==> src/rtl/fifo_ram_ctrl.sv <==
`default_nettype none
// ============================================================================
//  Module   : fifo_ram_ctrl
//  Purpose  : FIFO controller for a single-port RAM (synchronous write,
//             combinational read, shared address). Owns the read/write
//             pointers and occupancy count and grants at most one of push
//             or pop per cycle, round-robin when both are eligible.
//  Revision : 1.0 - initial release
// ============================================================================
module fifo_ram_ctrl #(
    parameter int ADDR_WIDTH = 8,
    parameter int DATA_WIDTH = 8
) (
    input  logic                  clk,
    input  logic                  rst_n,
    input  logic                  clr_i,
    input  logic                  push_req_i,
    input  logic [DATA_WIDTH-1:0] push_data_i,
    output logic                  push_ack_o,
    input  logic                  pop_req_i,
    output logic                  pop_ack_o,
    output logic [DATA_WIDTH-1:0] pop_data_o,
    output logic                  pop_valid_o,
    output logic                  full_o,
    output logic                  empty_o,
    output logic [ADDR_WIDTH:0]   count_o,
    output logic [ADDR_WIDTH-1:0] ram_addr_o,
    output logic                  ram_wr_o,
    output logic [DATA_WIDTH-1:0] ram_wdata_o,
    input  logic [DATA_WIDTH-1:0] ram_rdata_i
);

    // Occupancy value meaning "full": exactly 2**ADDR_WIDTH entries.
    localparam logic [ADDR_WIDTH:0] FULL_COUNT = {1'b1, {ADDR_WIDTH{1'b0}}};

    // Round-robin memory of which side won the most recent grant.
    localparam logic GRANT_POP  = 1'b0;
    localparam logic GRANT_PUSH = 1'b1;

    logic [ADDR_WIDTH-1:0] wptr_q,       wptr_d;
    logic [ADDR_WIDTH-1:0] rptr_q,       rptr_d;
    logic [ADDR_WIDTH:0]   count_q,      count_d;
    logic                  last_grant_q, last_grant_d;
    logic [DATA_WIDTH-1:0] pop_data_q,   pop_data_d;
    logic                  pop_valid_q,  pop_valid_d;

    logic push_elig;
    logic pop_elig;
    logic grant_push;
    logic grant_pop;

    assign full_o      = (count_q == FULL_COUNT);
    assign empty_o     = (count_q == '0);
    assign count_o     = count_q;
    assign pop_data_o  = pop_data_q;
    assign pop_valid_o = pop_valid_q;

    // Eligibility and arbitration; the loser of a conflict is the side that won last time.
    always_comb begin
        push_elig  = push_req_i && !full_o  && !clr_i;
        pop_elig   = pop_req_i  && !empty_o && !clr_i;
        grant_push = push_elig && (!pop_elig || (last_grant_q == GRANT_POP));
        grant_pop  = pop_elig && !grant_push;
    end

    // RAM port drive; reset gates acks and the write strobe so an in-flight write is dropped.
    always_comb begin
        push_ack_o  = grant_push && rst_n;
        pop_ack_o   = grant_pop  && rst_n;
        ram_wr_o    = grant_push && rst_n;
        ram_wdata_o = push_data_i;
        if (!rst_n) begin
            ram_addr_o = '0;
        end else if (grant_push) begin
            ram_addr_o = wptr_q;
        end else begin
            ram_addr_o = rptr_q;
        end
    end

    // Next-state computation for pointers, count, arbitration history and read port.
    always_comb begin
        wptr_d       = wptr_q;
        rptr_d       = rptr_q;
        count_d      = count_q;
        last_grant_d = last_grant_q;
        pop_data_d   = pop_data_q;
        pop_valid_d  = 1'b0;
        if (clr_i) begin
            wptr_d  = '0;
            rptr_d  = '0;
            count_d = '0;
        end else if (grant_push) begin
            wptr_d       = wptr_q + 1'b1;
            count_d      = count_q + 1'b1;
            last_grant_d = GRANT_PUSH;
        end else if (grant_pop) begin
            rptr_d       = rptr_q + 1'b1;
            count_d      = count_q - 1'b1;
            last_grant_d = GRANT_POP;
            pop_data_d   = ram_rdata_i;
            pop_valid_d  = 1'b1;
        end
    end

    // State registers; asynchronous reset leaves arbitration favouring push first.
    always_ff @(posedge clk or negedge rst_n) begin
        if (!rst_n) begin
            wptr_q       <= '0;
            rptr_q       <= '0;
            count_q      <= '0;
            last_grant_q <= GRANT_POP;
            pop_data_q   <= '0;
            pop_valid_q  <= 1'b0;
        end else begin
            wptr_q       <= wptr_d;
            rptr_q       <= rptr_d;
            count_q      <= count_d;
            last_grant_q <= last_grant_d;
            pop_data_q   <= pop_data_d;
            pop_valid_q  <= pop_valid_d;
        end
    end

endmodule
`default_nettype wire

==> config.mk <==
export PLATFORM = sky130hd
export DESIGN_NAME = fifo_ram_ctrl
export DESIGN_NICKNAME = d
export VERILOG_FILES = /design/src/rtl/fifo_ram_ctrl.sv
export SDC_FILE = /design/constraint.sdc
export NUM_CORES = 1
export LEC_CHECK = 0
export CAP_MARGIN = 20
export CELL_PAD_IN_SITES_DETAIL_PLACEMENT = 0
export CELL_PAD_IN_SITES_GLOBAL_PLACEMENT = 1
export CORE_MARGIN = 2
export CORE_UTILIZATION = 51
export CTS_CLUSTER_SIZE = 8
export DETAILED_ROUTE_END_ITERATION = 8
export DONT_BUFFER_PORTS = 1
export GPL_ROUTABILITY_DRIVEN = 1
export PLACE_DENSITY = 0.83
export SYNTH_ARGS = -nofsm -noshare
export SYNTH_HDL_FRONTEND = slang
export SYNTH_SLANG_ARGS = --single-unit
==> constraint.sdc <==
create_clock -name clk -period 6.6 [get_ports clk]
set_input_delay 0.33 -clock clk [delete_from_list [all_inputs] [get_ports clk]]
set_output_delay 0.33 -clock clk [all_outputs]
set_load 0.05 [all_outputs]
==> flow_summary_export.csv, run 1 <==
group,metric,value,unit
timing,hold_slack,0.0963,ns
placement,port_buffers,0,
timing,min_period_over_period,0.652,
clocking,clock-sinks,35,
detailed_routing,post_drt_wl_per_cell,17.6,um
power,vdd_drop_max,0.327,mV
setup_path,timing.reg2reg.setup_slack,2.30,ns
die,start_util,0.527,
synthesis,synth.avg_cell_area,9.79,um^2
die,boundaryPins,60,
power,swShare,0.493,
timing,slew_violations,0,
synthesis,synth_area,2280,um^2
synthesis,ys_seq_elements,35,
clocking,clk_latency,0.29,ns
setup_path,r2r_start,"count_o[5]",
die,die_width,70.9,um
power,power_leakage,1.00,nW
synthesis,synthFlopType,"dfrtp_1",
setup_path,crit_fanout,24,
power,p_comb_frac,0.355,
detailed_routing,first_pass_iters,4,
setup_path,startpoint_type,"register",
placement,place_hpwl,3.39,mm
min_path,min_from,"clr_i",
final_layout,antenna_cells,0,
detailed_routing,viasPerCell,6.10,
final_layout,drive_gt1_frac,0.128,
clocking,cts_resized,0,
clocking,cts_max_path_buffers,2,
global_route,grt_pass1_wl,8.16,mm
detailed_routing,vias,1703,
synthesis,synth_cell_type_count,54,
timing,period_minus_slack,4.30,ns
timing,setup_viol,0,
timing,fin_worst_skew,0.00613,ns
global_route,overflow,0,
final_layout,areaGrowthSynthToFinish,3.40,%
timing,relSlewSlack,0.285,
power,power_frac_seq,0.474,
power,clockPowerShare,0.171,
setup_path,r2r_cells,9,
power,cellInternalPower,0.000516,W
global_route,antenna_found_initial,0,
clocking,cts_root_buf,"clkbuf_8",
final_layout,nNetsFinal,257,
global_route,track_usage,0.208,
timing,hold_viol_final,0,
synthesis,synth_edf_count,0,
min_path,hp-class,"in -> reg",
power,power_density,432,nW/um^2
power,power.net_switching,0.000502,W
clocking,cts_tree,"built",
timing,setup_tns,0,ns
placement,dp_cells,269,
clocking,path_clk_slew,0.07,ns
detailed_routing,wirelength,4.92,mm
placement,routabilityCongestion,0.837,
final_layout,fin_util,0.545,
timing,tightest_slew,1.07,ns
timing,rsz0062_at_grt,"no",
die,die_h,70.9,um
clocking,cts_buffers,5,
setup_path,required,6.78,ns
setup_path,reg2reg_to,"count_o[6]",
final_layout,fin_cells,279,
setup_path,cp-end-kind,"register",
final_layout,fill_cells,415,
synthesis,async_flop_share,1.00,
detailed_routing,drc,0,
synthesis,yosys_warnings,0,
global_route,first_global_vias,1698,
run,maxCapViolations,0,
clocking,htreeDepth,2,
final_layout,multi_input_area,1250,um^2
synthesis,netlist_instances,233,
detailed_routing,antenna_left,0,
final_layout,register_area,876,um^2
run_status,outcome,"finished, final reports clean",
synthesis,synth_nets,264,
synthesis,ys_seq_area_frac,0.384,
global_route,grt_start_max_net_pins,36,
min_path,min_path_cells,1,
detailed_routing,drt_iter0_drc,98,
setup_path,crit_type,"reg -> reg",
setup_path,cp.arrival,4.48,ns
die,core_region_area,4320,um^2
min_path,min_to,"wptr_q[2]",
timing,fmaxAchievable,232,MHz
die,fp-row-count,24,
die,dieArea,5020,um^2
cells in the final DEF, fill, tap and decap left out, types with 3 or more instances in the layout:
cell type | Yosys | layout
inv_1 | 9 | 9
o21ai_0 | 13 | 13
and2_1 | 3 | 3
and3_1 | 5 | 5
a31oi_1 | 3 | 3
mux2_2 | 6 | 6
nor2b_1 | 5 | 5
xnor2_1 | 4 | 4
nand2_1 | 34 | 34
a2111oi_0 | 3 | 3
a21boi_1 | 4 | 8
mux2_4 | 5 | 5
a21oi_1 | 4 | 4
dfrtp_1 | 35 | 35
nor2_1 | 12 | 12
mux2i_1 | 6 | 6
nand2b_1 | 3 | 3
o31ai_1 | 3 | 3
nand3_1 | 6 | 6
clkbuf_8 | 0 | 7
ha_1 | 9 | 9
a211oi_1 | 3 | 3
cell families (layout without fill, tap and decap cells):
family / after synthesis / in the layout / share of synthesized area
AND/OR/NAND/NOR: 81 / 81 / 0.191
buffers and inverters: 26 / 20 / 0.0691
flip-flops: 35 / 35 / 0.384
AO/OA/AOI/OAI: 58 / 58 / 0.186
multiplexers: 17 / 17 / 0.0889
XOR/XNOR: 6 / 6 / 0.0230
adder cells (fa/ha/maj): 10 / 10 / 0.0581
what timing repair did:
| action | in CTS | in global routing |
|---|---|---|
| endpoints found under the hold margin | 35 | 0 |
| hold buffers | 2 | 0 |
| setup endpoints to repair | 0 | 0 |
| setup buffers | 0 | 0 |
sequential cells by signal, indices dropped and copies added (netlist names):
name          cells
wptr_q            8
last_grant_q      1
count_o           9
pop_data_o        8
rptr_q            8
pop_valid_o       1
routing by layer:
layer | vias up | GRT usage | part of all wire
met5 | - | 0 | 0
met4 | 0 | 0.0922 | 0.019
met3 | 10 | 0.0470 | 0.045
met2 | 32 | 0.347 | 0.51
met1 | 851 | 0.259 | 0.43
li1 | 810 | - | -
metrics by stage:
stage	power (W)	cell area [um^2]	worst slack (ns)
after floorplan	0.000788	2280	2.91
after global placement	0.000838	2230	2.36
after detailed placement	0.000842	2230	2.29
after CTS	0.00102	2360	2.29
after global routing	0.00108	2360	2.06
final	0.00102	2360	2.30
power by group through the flow:
stage / registers, W / clock network, W / logic, W
final: 0.000482 / 0.000174 / 0.000361
after global routing: 0.000492 / 0.000185 / 0.000400
after global placement: 0.000487 / 0 / 0.000351
after CTS: 0.000484 / 0.000177 / 0.000362
after detailed placement: 0.000489 / 0 / 0.000352
after floorplan: 0.000469 / 0 / 0.000318
cell type report:
| type | instances | share of cell area |
|---|---|---|
| inverters | 10 | 0.0170 |
| multi-input cells | 172 | 0.529 |
| flip-flops and latches | 35 | 0.371 |
| clock buffers | 8 | 0.0424 |
| well taps | 52 | 0.0276 |
| repair buffers | 2 | 0.0127 |
synth_stat cells (4+ instances only):
library cell	instances	area, um^2
mux2_2	6	67.6
dfrtp_1	35	876
ha_1	9	113
inv_1	9	33.8
mux2i_1	6	60.1
nand3_1	6	30.0
nor2b_1	5	31.3
xnor2_1	4	35.0
nor2_1	12	45.0
mux2_4	5	75.1
a21oi_1	4	20.0
buf_4	11	82.6
o21ai_0	13	65.1
a21boi_1	4	30.0
and3_1	5	31.3
a21boi_0	4	30.0
nand2_1	34	128
critical path: stages, from the launching register on:
cell and delay, ns:
dfrtp_1 0.62, nor4_4 0.50, and3_1 0.57, a311o_1 0.88, ha_1 0.42, nor2b_1 0.17, o31a_1 0.28, o21a_1 0.19
or3_1 0.30, a32o_1 0.24
how the worst max path moves through the flow:
stage                from             to  slack (ns)  cells after the start
5_1_grt        count_o[5]     count_o[8]        2.06                     10
3_3_place_gp   count_o[5]     count_o[6]        2.36                      9
3_5_place_dp   count_o[5]     count_o[6]        2.29                      9
2_1_floorplan  count_o[1]  ram_addr_o[1]        2.91                      7
6_report       count_o[5]     count_o[6]        2.30                      9
4_1_cts        count_o[5]     count_o[6]        2.29                      9
Power figures use the tool's default switching activity.
==> inputs of run 2 (changes only) <==
--- a/config.mk
+++ b/config.mk
@@ -5,16 +5,17 @@
 export SDC_FILE = /design/constraint.sdc
 export NUM_CORES = 1
 export LEC_CHECK = 0
+export ABC_AREA = 1
 export CAP_MARGIN = 20
 export CELL_PAD_IN_SITES_DETAIL_PLACEMENT = 0
 export CELL_PAD_IN_SITES_GLOBAL_PLACEMENT = 1
 export CORE_MARGIN = 2
-export CORE_UTILIZATION = 51
+export CORE_UTILIZATION = 41
 export CTS_CLUSTER_SIZE = 8
 export DETAILED_ROUTE_END_ITERATION = 8
 export DONT_BUFFER_PORTS = 1
 export GPL_ROUTABILITY_DRIVEN = 1
-export PLACE_DENSITY = 0.83
+export PLACE_DENSITY = 0.74
 export SYNTH_ARGS = -nofsm -noshare
 export SYNTH_HDL_FRONTEND = slang
 export SYNTH_SLANG_ARGS = --single-unit
==> constraint.sdc (replaced) <==
create_clock -name clk -period 3.7 [get_ports clk]
set_input_delay 0.185 -clock clk [delete_from_list [all_inputs] [get_ports clk]]
set_output_delay 0.185 -clock clk [all_outputs]
set_load 0.05 [all_outputs]
==> run 2 against run 1 <==
Against the previous run:
- worst hold slack worse by 0.081 ns
- first-iteration DRC count rose by 4.1%
- worst setup slack lost 1.5 ns
- clock power grew 57%
- fmax increased by 48%
- sequential share of layout area is 0.64 points lower
- register-to-register slack worse by 1.5 ns
- sequential power rose by 61%
- via count grew 3.7%
- critical endpoint is now count_o[8]
==> flow_summary_export.csv, run 2 <==
group,metric,value,unit
setup_path,required,3.88,ns
global_route,grt_start_max_net_pins,36,
synthesis,yosys_warnings,0,
final_layout,fin_cells,356,
final_layout,nNetsFinal,316,
detailed_routing,drc,0,
timing,slew_violations,0,
die,die_h,77.4,um
synthesis,synth_largest_area_cell,"dfrtp_1",
final_layout,fill_cells,551,
timing,hold_viol_final,0,
detailed_routing,first_pass_iters,4,
clocking,cts_max_path_buffers,2,
die,dieArea,5990,um^2
timing,min_period_over_period,0.785,
timing,period_minus_slack,2.90,ns
global_route,overflow,0,
synthesis,synth.area.top_cells,"dfrtp_1 40%, nand2_1 13%, o21ai_0 5.4%, ha_1 5.1%, inv_1 4.8%",
timing,fin_worst_skew,0.0102,ns
detailed_routing,drt_iter0_drc,102,
setup_path,cp.arrival,3.09,ns
power,power_leakage,1.18,nW
clocking,cts_setup_buffers,0,
synthesis,synthFlopType,"dfrtp_1",
final_layout,fin_area,2400,um^2
run_status,outcome,"finished, final reports clean",
setup_path,cp-end-kind,"register",
final_layout,areaGrowthSynthToFinish,8.61,%
min_path,min_path_cells,2,
clocking,path_clk_slew,0.08,ns
clocking,clock-sinks,35,
power,p_comb_frac,0.368,
clocking,cts_hold_buf,6,
timing,fmaxAchievable,344,MHz
run,maxCapViolations,0,
placement,port_buffers,0,
power,clockPowerShare,0.165,
clocking,htreeDepth,2,
synthesis,async_flop_share,1.00,
die,fp-row-count,26,
clocking,cts_buffers,5,
power,vdd_drop_max,0.346,mV
detailed_routing,wirelength,5.04,mm
setup_path,max_stage_delay,0.76,ns
placement,place_hpwl,3.52,mm
global_route,track_usage,0.180,
setup_path,startpoint_type,"register",
synthesis,synth_nets,308,
placement,place_area,2250,um^2
die,core_region_area,5140,um^2
final_layout,largest_register_ffs,9,
final_layout,final_cell_mix,"77 x nand2_1, 35 x dfrtp_1, 28 x inv_1",
clocking,cts_root_buf,"clkbuf_8",
timing,rsz0062_at_grt,"no",
power,power_density,692,nW/um^2
detailed_routing,vias,1766,
final_layout,multi_input_area,1090,um^2
clocking,cts_tree,"built",
global_route,first_global_vias,1742,
synthesis,yosys.area.top_type_share,0.396,
detailed_routing,post_drt_wl_per_cell,14.1,um
power,power.net_switching,0.000856,W
timing,hold_slack,0.0157,ns
synthesis,yosysMostFrequentCell,"nand2_1",
setup_path,timing.reg2reg.setup_slack,0.80,ns
global_route,grt_pass1_wl,8.54,mm
die,die_width,77.4,um
timing,tightest_slew,0.930,ns
detailed_routing,viasPerCell,4.96,
min_path,hp-class,"in -> reg",
clocking,clk_latency,0.29,ns
synthesis,ys_seq_elements,35,
synthesis,synth_edf_count,0,
timing,setup_tns,0,ns
die,start_util,0.430,
synthesis,ys_seq_area_frac,0.396,
power,cellInternalPower,0.000804,W
setup_path,cp_cell_sequence,"inv_1, nand2_2, nand3_4, nand2_8, inv_6, fa_1, o21ai_0, a31oi_1, inv_1, nand3_1, nand3_1, nand2_1",
power,power_frac_seq,0.467,
global_route,antenna_found_initial,0,
placement,routabilityCongestion,0.821,
synthesis,synth_commonest_cells,"77 x nand2_1, 35 x dfrtp_1, 28 x inv_1",
final_layout,register_area,876,um^2
final_layout,mostFrequentLayoutCell,"nand2_1",
setup_path,reg2reg_to,"count_o[8]",
synthesis,synth_area,2210,um^2
timing,relSlewSlack,0.379,
setup_path,crit_fanout,22,
min_path,min_from,"ram_rdata_i[5]",
placement,dp_cells,342,
die,boundaryPins,60,
synthesis,synth.avg_cell_area,7.98,um^2
final_layout,drive_gt1_frac,0.126,
power,finalPower,0.00166,W
detailed_routing,antenna_left,0,
min_path,min_to,"pop_data_o[5]",
setup_path,r2r_start,"count_o[8]",
synthesis,netlist_instances,277,
setup_path,r2r_cells,12,
timing,setup_viol,0,
final_layout,antenna_cells,0,
setup_path,slowest_stage,"dfrtp_1",
synthesis,synth_cell_type_count,37,
power,swShare,0.516,
clocking,cts_resized,0,
setup_path,crit_type,"reg -> reg",
run 2: changes by cell type after synthesis, sizes merged, moves of 8 or more:
cell    previous run  this run
a21oi              4        12
nor2              12        20
nand2             35        84
o21ai             14        26
inv               10        31
nand3              6        19
a21boi             8         0
mux2              11         0
run 2: worst max path at each step:
stage | from | to | slack, ns | depth (start not counted)
2_1_floorplan | count_o[1] | ram_addr_o[6] | 0.87 | 9
6_report | count_o[8] | count_o[8] | 0.80 | 12
3_3_place_gp | count_o[6] | count_o[8] | 0.81 | 15
5_1_grt | count_o[6] | count_o[8] | 0.50 | 15
4_1_cts | count_o[6] | count_o[8] | 0.76 | 15
3_5_place_dp | count_o[6] | count_o[8] | 0.78 | 15
run 2: critical path: cells and delay by family (launching register included):
family                     cells  cell delay (ns)
AOI/OAI and AO/OA              2             0.57
DFF                            1             0.76
buffers and inverters          3             0.39
adders and majority gates      1             0.42
and+or+nand+nor                6             0.65
run 2: layout make-up:
class	count	area share
multi-input combinational	197	0.456
sequential	35	0.365
inverter	31	0.0506
tap	70	0.0365
clock inverter	3	0.00626
timing repair buffer	15	0.0574
clock buffer	5	0.0287
run 2: power groups by stage:
| stage | registers [W] | clock network, W | logic (W) |
|---|---|---|---|
| CTS | 0.000778 | 0.000283 | 0.000617 |
| floorplan | 0.000778 | 0 | 0.000504 |
| detailed placement | 0.000786 | 0 | 0.000599 |
| global route | 0.000789 | 0.000302 | 0.000699 |
| finish | 0.000776 | 0.000274 | 0.000610 |
| global placement | 0.000785 | 0 | 0.000599 |
run 2: cell families (layout without fill, tap and decap cells):
kind of cell | Yosys count | in the layout | share of synthesized area
AO/OA/AOI/OAI | 50 | 50 | 0.126
XOR/XNOR | 8 | 8 | 0.0317
adder cells (fa/ha/maj) | 10 | 10 | 0.0600
buffers and inverters | 45 | 54 | 0.112
flip-flops | 35 | 35 | 0.396
AND/OR/NAND/NOR | 129 | 129 | 0.274
run 2: stage by stage:
step	util	setup WS (ns)
6_report	0.467	0.795
5_1_grt	0.467	0.502
4_1_cts	0.467	0.763
3_5_place_dp	0.437	0.778
3_3_place_gp	0.437	0.806
2_1_floorplan	-	0.873
run 2: metal layers:
metal | vias to the layer above | GRT usage | share of wire
met5 | - | 0 | 0
met4 | 0 | 0.0661 | 0.015
met3 | 9 | 0.0465 | 0.045
met2 | 36 | 0.295 | 0.48
met1 | 810 | 0.230 | 0.46
li1 | 911 | - | -
